--- src/rtl/pwm_sched_pkg.sv ---
// pwm_sched_pkg
//   Shared types and helpers for the PWM update scheduler.
//   state_t   : scheduler FSM states
//   boot_hold : BOOT hold-off length for a given transducer count; the
//               margin covers a preconditioner run that was in flight when
//               the scheduler came out of reset.
package pwm_sched_pkg;

    typedef enum logic [2:0] {
        BOOT,
        IDLE,
        CFG,
        LAUNCH,
        WAIT
    } state_t;

    localparam int BootMargin = 16;

    function automatic int boot_hold(input int depth);
        return depth + BootMargin;
    endfunction

endpackage

--- src/rtl/pwm_sched_watchdog.sv ---
// pwm_sched_watchdog
//   Cycle counter shared by the BOOT hold-off and the WAIT timeout.
//   Ports:
//     clk, rst : clock, asynchronous active-high reset
//     clear    : restart the count from zero (wins over enable)
//     enable   : count this cycle
//     limit    : terminal count; tc fires on the limit-th enabled cycle
//     tc       : combinational terminal-count pulse
module pwm_sched_watchdog #(
    parameter int CW = 10
) (
    input  logic          clk,
    input  logic          rst,
    input  logic          clear,
    input  logic          enable,
    input  logic [CW-1:0] limit,
    output logic          tc
);

    logic [CW-1:0] count;

    always_ff @(posedge clk or posedge rst) begin
        if (rst) begin
            count <= '0;
        end else if (clear) begin
            count <= '0;
        end else if (enable) begin
            count <= count + 1'b1;
        end
    end

    // tc deliberately ignores clear: clear is derived from the next state,
    // which itself depends on tc.
    assign tc = enable && (count == limit - 1'b1);

endmodule

--- src/rtl/pwm_update_scheduler.sv ---
// pwm_update_scheduler
//   Serialises duty/phase updates and CYCLE reconfiguration towards the PWM
//   preconditioner. DUTY_OUT/PHASE_OUT only move on the IDLE->LAUNCH step,
//   so they are stable for the whole preconditioner run.
//   Optional feature: define SCHED_STATS_EN to add STAT_COALESCED/STAT_RUNS.
//
//   state  | meaning
//   BOOT   | hold-off after reset/timeout, preconditioner may still be running
//   IDLE   | arbitrate: CYCLE change > pending update > rerun
//   CFG    | CYCLE write window, ACK pulsed on entry, wait for REQ to drop
//   LAUNCH | fire PRE_DIN_VALID
//   WAIT   | wait for PRE_DOUT_VALID, watchdog running
//
//   Ports:
//     CLK, RST             clock, asynchronous active-high reset
//     UPDATE_REQ           strobe, DUTY_IN/PHASE_IN valid
//     DUTY_IN, PHASE_IN    requested duty/phase
//     CYCLE_CHG_REQ        level request to change CYCLE
//     CYCLE_CHG_ACK        pulse, CYCLE may be written now
//     DUTY_OUT, PHASE_OUT  values presented to the preconditioner
//     PRE_DIN_VALID        launch strobe to the preconditioner
//     PRE_DOUT_VALID       completion pulse from the preconditioner
//     UPDATE_DONE          pulse, new RISE/FALL applied
//     BUSY                 high in every state except IDLE
//     ERR_TIMEOUT          sticky run timeout flag
//     STAT_COALESCED       (SCHED_STATS_EN) saturating coalesced-request count
//     STAT_RUNS            (SCHED_STATS_EN) saturating launch count
module pwm_update_scheduler
    import pwm_sched_pkg::*;
#(
    parameter int WIDTH   = 13,
    parameter int DEPTH   = 249,
    parameter int TIMEOUT = 512
) (
    input  logic             CLK,
    input  logic             RST,
    input  logic             UPDATE_REQ,
    input  logic [WIDTH-1:0] DUTY_IN,
    input  logic [WIDTH-1:0] PHASE_IN,
    input  logic             CYCLE_CHG_REQ,
    output logic             CYCLE_CHG_ACK,
    output logic [WIDTH-1:0] DUTY_OUT,
    output logic [WIDTH-1:0] PHASE_OUT,
    output logic             PRE_DIN_VALID,
    input  logic             PRE_DOUT_VALID,
    output logic             UPDATE_DONE,
    output logic             BUSY,
    output logic             ERR_TIMEOUT
`ifdef SCHED_STATS_EN
    ,
    output logic [15:0]      STAT_COALESCED,
    output logic [15:0]      STAT_RUNS
`endif
);

    localparam int BootHold = boot_hold(DEPTH);
    localparam int CntMax   = (TIMEOUT > BootHold) ? TIMEOUT : BootHold;
    localparam int CW       = $clog2(CntMax + 1) + 1;
    localparam logic [CW-1:0] TimeoutLim = CW'(TIMEOUT);
    localparam logic [CW-1:0] BootLim    = CW'(BootHold);

    state_t           state;
    state_t           state_nxt;
    logic             pend;
    logic [WIDTH-1:0] pend_duty;
    logic [WIDTH-1:0] pend_phase;
    logic             rerun;
    logic             launch_pend;
    logic             launch_rerun;
    logic             cfg_exit;
    logic             run_done;
    logic             timeout_hit;
    logic             wd_clear;
    logic             wd_enable;
    logic [CW-1:0]    wd_limit;
    logic             wd_tc;

    assign wd_enable = (state == BOOT) || (state == WAIT);
    assign wd_clear  = (state_nxt != state);
    assign wd_limit  = (state == WAIT) ? TimeoutLim : BootLim;

    pwm_sched_watchdog #(
        .CW(CW)
    ) u_wdog (
        .clk   (CLK),
        .rst   (RST),
        .clear (wd_clear),
        .enable(wd_enable),
        .limit (wd_limit),
        .tc    (wd_tc)
    );

    always_ff @(posedge CLK or posedge RST) begin
        if (RST) begin
            state <= BOOT;
        end else begin
            state <= state_nxt;
        end
    end

    always_comb begin
        state_nxt    = state;
        launch_pend  = 1'b0;
        launch_rerun = 1'b0;
        cfg_exit     = 1'b0;
        run_done     = 1'b0;
        timeout_hit  = 1'b0;
        case (state)
            BOOT: begin
                if (wd_tc) state_nxt = IDLE;
            end
            IDLE: begin
                if (CYCLE_CHG_REQ) begin
                    state_nxt = CFG;
                end else if (pend) begin
                    state_nxt   = LAUNCH;
                    launch_pend = 1'b1;
                end else if (rerun) begin
                    state_nxt    = LAUNCH;
                    launch_rerun = 1'b1;
                end
            end
            CFG: begin
                if (!CYCLE_CHG_REQ) begin
                    state_nxt = IDLE;
                    cfg_exit  = 1'b1;
                end
            end
            LAUNCH: begin
                state_nxt = WAIT;
            end
            WAIT: begin
                // A completion on the last allowed cycle still counts.
                if (PRE_DOUT_VALID) begin
                    state_nxt = IDLE;
                    run_done  = 1'b1;
                end else if (wd_tc) begin
                    state_nxt   = BOOT;
                    timeout_hit = 1'b1;
                end
            end
            default: begin
                state_nxt = BOOT;
            end
        endcase
    end

    always_ff @(posedge CLK or posedge RST) begin
        if (RST) begin
            CYCLE_CHG_ACK <= 1'b0;
            DUTY_OUT      <= '0;
            PHASE_OUT     <= '0;
            PRE_DIN_VALID <= 1'b0;
            UPDATE_DONE   <= 1'b0;
            BUSY          <= 1'b0;
            ERR_TIMEOUT   <= 1'b0;
            pend          <= 1'b0;
            pend_duty     <= '0;
            pend_phase    <= '0;
            rerun         <= 1'b0;
        end else begin
            CYCLE_CHG_ACK <= (state == IDLE) && (state_nxt == CFG);
            PRE_DIN_VALID <= (state == LAUNCH);
            UPDATE_DONE   <= run_done;
            BUSY          <= (state_nxt != IDLE);
            if (timeout_hit) ERR_TIMEOUT <= 1'b1;

            if (launch_pend) begin
                DUTY_OUT  <= pend_duty;
                PHASE_OUT <= pend_phase;
            end

            // A request landing on the consume cycle survives as the next pend.
            if (UPDATE_REQ) begin
                pend       <= 1'b1;
                pend_duty  <= DUTY_IN;
                pend_phase <= PHASE_IN;
            end else if (launch_pend) begin
                pend <= 1'b0;
            end

            // A pend launch already recomputes with the new CYCLE, so it
            // absorbs any outstanding rerun.
            if (cfg_exit) begin
                rerun <= 1'b1;
            end else if (launch_pend || launch_rerun) begin
                rerun <= 1'b0;
            end
        end
    end

`ifdef SCHED_STATS_EN
    always_ff @(posedge CLK or posedge RST) begin
        if (RST) begin
            STAT_COALESCED <= '0;
            STAT_RUNS      <= '0;
        end else begin
            if (UPDATE_REQ && pend && (STAT_COALESCED != 16'hFFFF)) begin
                STAT_COALESCED <= STAT_COALESCED + 16'd1;
            end
            if (PRE_DIN_VALID && (STAT_RUNS != 16'hFFFF)) begin
                STAT_RUNS <= STAT_RUNS + 16'd1;
            end
        end
    end
`else
    // No statistics hardware in this build.
`endif

endmodule

--- config.mk ---
export PLATFORM = sky130hd
export DESIGN_NAME = pwm_update_scheduler
export DESIGN_NICKNAME = d
export VERILOG_FILES = /design/src/rtl/pwm_sched_pkg.sv /design/src/rtl/pwm_sched_watchdog.sv /design/src/rtl/pwm_update_scheduler.sv
export SDC_FILE = /design/constraint.sdc
export NUM_CORES = 1
export LEC_CHECK = 0
export ABC_AREA = 1
export CORE_MARGIN = 5
export CORE_UTILIZATION = 51
export DETAILED_ROUTE_END_ITERATION = 10
export GPL_ROUTABILITY_DRIVEN = 0
export PLACE_DENSITY = 0.8
export SETUP_SLACK_MARGIN = 0.1
export SLEW_MARGIN = 20
export SYNTH_ARGS = -nofsm -noshare
export SYNTH_HDL_FRONTEND = slang
export SYNTH_SLANG_ARGS = --single-unit
--- constraint.sdc ---
create_clock -name CLK -period 2.9 [get_ports CLK]
set_input_delay 0.58 -clock CLK [delete_from_list [all_inputs] [get_ports CLK]]
set_output_delay 0.58 -clock CLK [all_outputs]
set_load 0.05 [all_outputs]
### Word-level counts from Yosys, hierarchy flattened

Cells that the tools add are included.
W data, S select, Z words.

| word-level totals | value |
|---|---|
| bits in registers | 73 |
| output and inout port bits | 31 |

| cells by class | value |
|---|---|
| reduce and logical (&&, ||, !) cells | 8 |
| add/subtract/negate cells | 2 |
| equality and inequality tests | 8 |
| multiplexer cells | 29 |

Operator list:

| cell | count |
|---|---|
| $mux W11 | 2 |
| $mux W3 | 7 |
| $mux W1 | 18 |
| $pmux W3 S5 | 1 |
| $add A11 B1 Y11 const B | 1 |
| $eq A11 B11 Y1 | 1 |
| $sub A10 B1 Y11 const B | 1 |
| $mux W10 | 1 |
| $eq A3 B2 Y1 const B | 3 |
| $reduce_bool A2 Y1 | 3 |
| $eq A3 B1 Y1 const B | 1 |
| $eq A3 B3 Y1 const B | 1 |
| $logic_not A3 Y1 | 1 |
| $ne A3 B1 Y1 const B | 1 |
| $ne A3 B3 Y1 | 1 |
| $logic_and A1 B1 Y1 | 2 |
| $logic_or A1 B1 Y1 | 2 |

### Longest topological paths before layout

| logic depth | value |
|---|---|
| word-level depth | 10 |
| gate-level depth with buffers | 11 |

### Cells and area by module

Synthesis repeated with hierarchy kept, for this count alone.

| second synthesis, totals | value |
|---|---|
| cells, all modules | 411 |
| area total of the unflattened synthesis | 3484.6 um^2 |

By module, submodules not included:

| module | area each (um^2) | seq. area each (um^2) | cells each | instances |
|---|---|---|---|---|
| pwm_update_scheduler | 2499.9 | 1551.5 | 245 | 1 |
| pwm_sched_watchdog | 984.7 | 275.3 | 166 | 1 |

### Worst setup path after synthesis

OpenSTA, ideal clock, no wires.

| path | value |
|---|---|
| path type | input port to flip-flop |
| from | input port CYCLE_CHG_REQ |
| to | register PHASE_OUT[0] |
| setup slack | 1378 ps |
| library setup time | 125 ps |
| stages on the path | 5 |
| arrival time | 1397 ps |
| required time | 2775 ps |
| path buffers | 1 |
| cell sequence | inv_1 nand3_2 nor2_4 buf_6 mux2_2 |

| between the ends | value |
|---|---|
| longest elaborated chain between the ends | 2 |

RTL lines:

| item | RTL line | RTL |
|---|---|---|
| start: declaration | pwm_update_scheduler.sv:40 | `input logic CYCLE_CHG_REQ,` |
| $mux W1 | pwm_update_scheduler.sv:113 | `if (CYCLE_CHG_REQ) begin` |
| $mux W1 | pwm_update_scheduler.sv:108 | `case (state)` |
| end signal: assignment | pwm_update_scheduler.sv:170 | `PHASE_OUT <= pend_phase;` |
| end: declaration | pwm_update_scheduler.sv:43 | `output logic [WIDTH-1:0] PHASE_OUT,` |

No other way between the ends.
A chain may end at the register's enable or synchronous reset.

### Worst setup path in the final report

| path | value |
|---|---|
| from | register DUTY_OUT[12] |
| to | output port DUTY_OUT[12] |

RTL lines:

| item | RTL line | RTL |
|---|---|---|
| start: declaration | pwm_update_scheduler.sv:42 | `output logic [WIDTH-1:0] DUTY_OUT,` |
| start signal: assignment | pwm_update_scheduler.sv:169 | `DUTY_OUT <= pend_duty;` |

No word-level cell between the ends.

==> summary.md <==
| Metric | Value |
|---|---|
| Status | `finished, final reports clean` |
| Tot GR Track Use | `17.6%` |
| TritonCTS clock tree | `done` |
| Critical path, cell by cell | `clkdlybuf4s50_1` |
| Switch Pwr | `0.443 mW` |
| Slew at the pin closest to its max-slew limit | `515 ps` |
| Post-synthesis cell count | `305` |
| Warnings from Yosys | `0` |
| Num ports | `62` |
| Clock buffer count from CTS | `9` |
| Type of the worst min-delay path | `flop to flop` |
| Critical path's largest stage delay | `820 ps` |
| Cell area power density | `539 nW/um^2` |
| Timing-limited maximum frequency | `466 MHz` |
| Worst EP required | `2320 ps` |
| Max-slew headroom at the worst pin | `65.6%` |
| CTS resizes | `0` |
| Residual DRC | `0` |
| Final Hold Fails | `0` |
| Die boundary width | `86.9 microns` |
| Clock network power share | `44.6%` |
| Setup violation total in the final timing report | `0` |
| Height of the die | `86.9 microns` |
| Count of port buffers added during placement | `61` |
| Combinational cell fraction of total power | `5.3%` |
| Worst path bufs/invs | `1` |
| Antenna violations before repair | `0` |
| Post-synthesis cell type count | `27` |
| Post-route antenna net violation count | `0` |
| Pin count of the biggest net entering global routing | `74` |
| Final period util | `73.9%` |
| Leak Pwr | `1.94 nW` |
| Avg Vias per Cell | `4.96` |
| Starting density of the core | `51.6%` |
| Unrepaired setup endpoints after global routing | `false` |
| Average cell area after synthesis | `9.89 sq um` |
| Reg clk slew, reported paths | `80 ps` |
| Area delta synth->final | `30.3%` |
| Sum of routed wire length over all layers | `5960 microns` |
| Register-to-register setup slack | `1120 ps` |
| WL/cell | `13.2 microns` |
| Fin worst setup slack | `756 ps` |
| Nature of the critical path endpoint | `output port` |
| Maximum capacitance violations | `0` |
| Antenna cells | `0` |
| Total number of clock tree sinks | `73` |
| Sequential element share of the synthesized area | `60.6%` |
| Final total negative setup slack | `0 ps` |
| Internal power | `1.68 mW` |
| Largest clock skew in the final design | `9.49 ps` |
| Setup Slack @ Placement | `655 ps` |
| Maximum buffer depth of the clock tree | `2` |
| Die Footprint | `7550 sq um` |
| Post-synthesis sequential element count | `73` |
| Arrival @ worst endpoint | `1560 ps` |
| Standard-cell row count | `28` |
| NumNets Final | `403` |
| Initial DRT Pass Iterations | `4` |
| Drt initial violations | `119` |
| Wire length of the first global-routing pass | `10300 microns` |
| Top cell family by delay on the critical path | `buffers and inverters` |
| Relative contribution of sequential cells to total power | `50.1%` |
| CTS Root Cell | `sky130_fd_sc_hd__clkbuf_8` |
| Worst hold slack | `467 ps` |
| Critical-path cell with the highest stage delay | `sky130_fd_sc_hd__clkdlybuf4s50_1` |
| Fin. max-slew vios | `0` |
| # fillers | `481` |
| Overall via count from detail_route | `2235` |
| Critical path class | `flop to output port` |
| Minimum clock period | `2140 ps` |
| Number of buffers inserted by post-CTS setup repair | `0` |
| Hpwl dp | `3990 microns` |
| Summed instance area of the synthesized netlist | `3020 sq um` |
| Area of the core region | `5850 sq um` |
| Fraction of final layout cells with drive strength greater than 1 | `12.0%` |
| Final core occ | `67.2%` |
| Worst IR Drop VDD | `0.338 mV` |
| Placed instance count | `435` |
| Non-filler cells, final | `451` |
| Switching share of power | `20.9%` |
| Congestion Overflow GR | `0` |
| Max Fanout on Critical Path | `2` |
| Mapped Nets | `337` |
| Vias in the first global route | `2190` |
| Clk_lat worst skew | `350 ps` |
| Number of buffers inserted for hold repair after clock tree synthesis | `0` |
| Crit start category | `flop` |
| H-Tree Level Count | `3` |
registers in the layout (all words and copies together) (netlist names):
name	count
BUSY	1
CYCLE_CHG_ACK	1
DUTY_OUT	13
ERR_TIMEOUT	1
PHASE_OUT	13
PRE_DIN_VALID	1
UPDATE_DONE	1
pend	1
pend_duty	13
pend_phase	13
rerun	1
state	3
u_wdog.count	11
cells in the final DEF (no fill, tap or decap), types with 2 or more instances in the layout:
master,Yosys,layout
sky130_fd_sc_hd__nor2_1,36,36
sky130_fd_sc_hd__clkbuf_8,0,9
sky130_fd_sc_hd__nand3_2,4,4
sky130_fd_sc_hd__inv_1,32,31
sky130_fd_sc_hd__nand2_1,72,72
sky130_fd_sc_hd__nor2_2,2,2
sky130_fd_sc_hd__mux2_2,13,13
sky130_fd_sc_hd__nor3_1,2,2
sky130_fd_sc_hd__buf_4,2,3
sky130_fd_sc_hd__o21ai_0,19,19
sky130_fd_sc_hd__nand3_1,7,7
sky130_fd_sc_hd__bufinv_16,0,3
sky130_fd_sc_hd__clkbuf_1,5,2
sky130_fd_sc_hd__nor2_4,2,2
sky130_fd_sc_hd__clkdlybuf4s50_1,0,61
sky130_fd_sc_hd__xor2_1,7,7
sky130_fd_sc_hd__a21oi_1,15,15
sky130_fd_sc_hd__dfrtp_1,73,73
worst reg2reg max path: cells and delay by family (launching register included):
family | cells | cell delay [ps]
AO/OA/AOI/OAI | 1 | 130
buffers and inverters | 2 | 380
flip-flops | 1 | 440
AND/OR/NAND/NOR | 4 | 750
cell usage after synthesis, drive strengths merged:
| master | number | area (sq um) |
|---|---|---|
| nand2 | 74 | 288 |
| dfrtp | 73 | 1830 |
| nor2 | 40 | 170 |
| inv | 32 | 120 |
| o21ai | 19 | 95.1 |
| a21oi | 15 | 75.1 |
| mux2 | 13 | 146 |
| nand3 | 11 | 75.1 |
| xor2 | 7 | 61.3 |
| buf | 5 | 48.8 |
| clkbuf | 5 | 18.8 |
| nor3 | 3 | 20.0 |
| nand4 | 2 | 18.8 |
| a22o | 1 | 8.76 |
| a31o | 1 | 8.76 |
| a31oi | 1 | 6.26 |
| ha | 1 | 12.5 |
| nand3b | 1 | 7.51 |
| xnor2 | 1 | 8.76 |
cell type report:
cell class                 instances  area, sq um  share of cell area, %
tap                               75         93.8                   2.39
inverter                          32          120                   3.06
sequential                        73         1830                   46.5
clock inverter                     5          104                   2.64
clock buffer                      11          131                   3.34
multi-input combinational        190         1000                   25.5
timing repair buffer              65          653                   16.6
worst paths after layout:
check,start,endpoint,cells after the start
setup / recovery,DUTY_OUT[12]$_DFFE_PP0P_,DUTY_OUT[12],1
hold / removal,ERR_TIMEOUT$_DFFE_PP0P_,ERR_TIMEOUT$_DFFE_PP0P_,1
hold reg to reg,ERR_TIMEOUT$_DFFE_PP0P_,ERR_TIMEOUT$_DFFE_PP0P_,1
max in group asynchronous,RST,u_wdog.count[5]$_DFFE_PP0P_,3
min in group asynchronous,RST,UPDATE_DONE$_DFF_PP0_,3
setup reg to reg,state[0]$_DFF_PP0_,DUTY_OUT[5]$_DFFE_PP0P_,7
cells by family (layout without fill, tap and decap cells):
family | count (synthesis) | after routing | synth area share, %
AOI/OAI and AO/OA | 37 | 37 | 6.43
xor gates and xnor gates | 8 | 8 | 2.32
adders and majority gates | 1 | 1 | 0.415
buffers and inverters | 42 | 113 | 6.22
DFF | 73 | 73 | 60.6
muxes | 13 | 13 | 4.85
and+or+nand+nor | 131 | 131 | 19.2
per-layer routing:
metal  vias to the layer above  GRT usage, %  wire length, microns
met3                         9          5.68                   403
met4                         0          6.66                    66
met2                        65          26.6                  2820
met1                      1073          23.7                  2680
met5                         -             0                     0
li1                       1088             -                     -
power by group through the flow:
stage               clock [mW]  combinational [mW]  sequential, mW
floorplan                    0              0.0554            1.08
global placement             0               0.111            1.08
detailed placement           0               0.115            1.08
CTS                      0.957               0.115            1.06
global route              1.00               0.130            1.06
finish                   0.945               0.113            1.06
stage by stage:
stage               instance area (sq um)  total power, mW
floorplan                            3020             1.13
global placement                     3700             1.19
detailed placement                   3700             1.20
CTS                                  3930             2.13
global route                         3930             2.19
finish                               3930             2.12
Note: power is estimated with default switching activity, not from simulation.
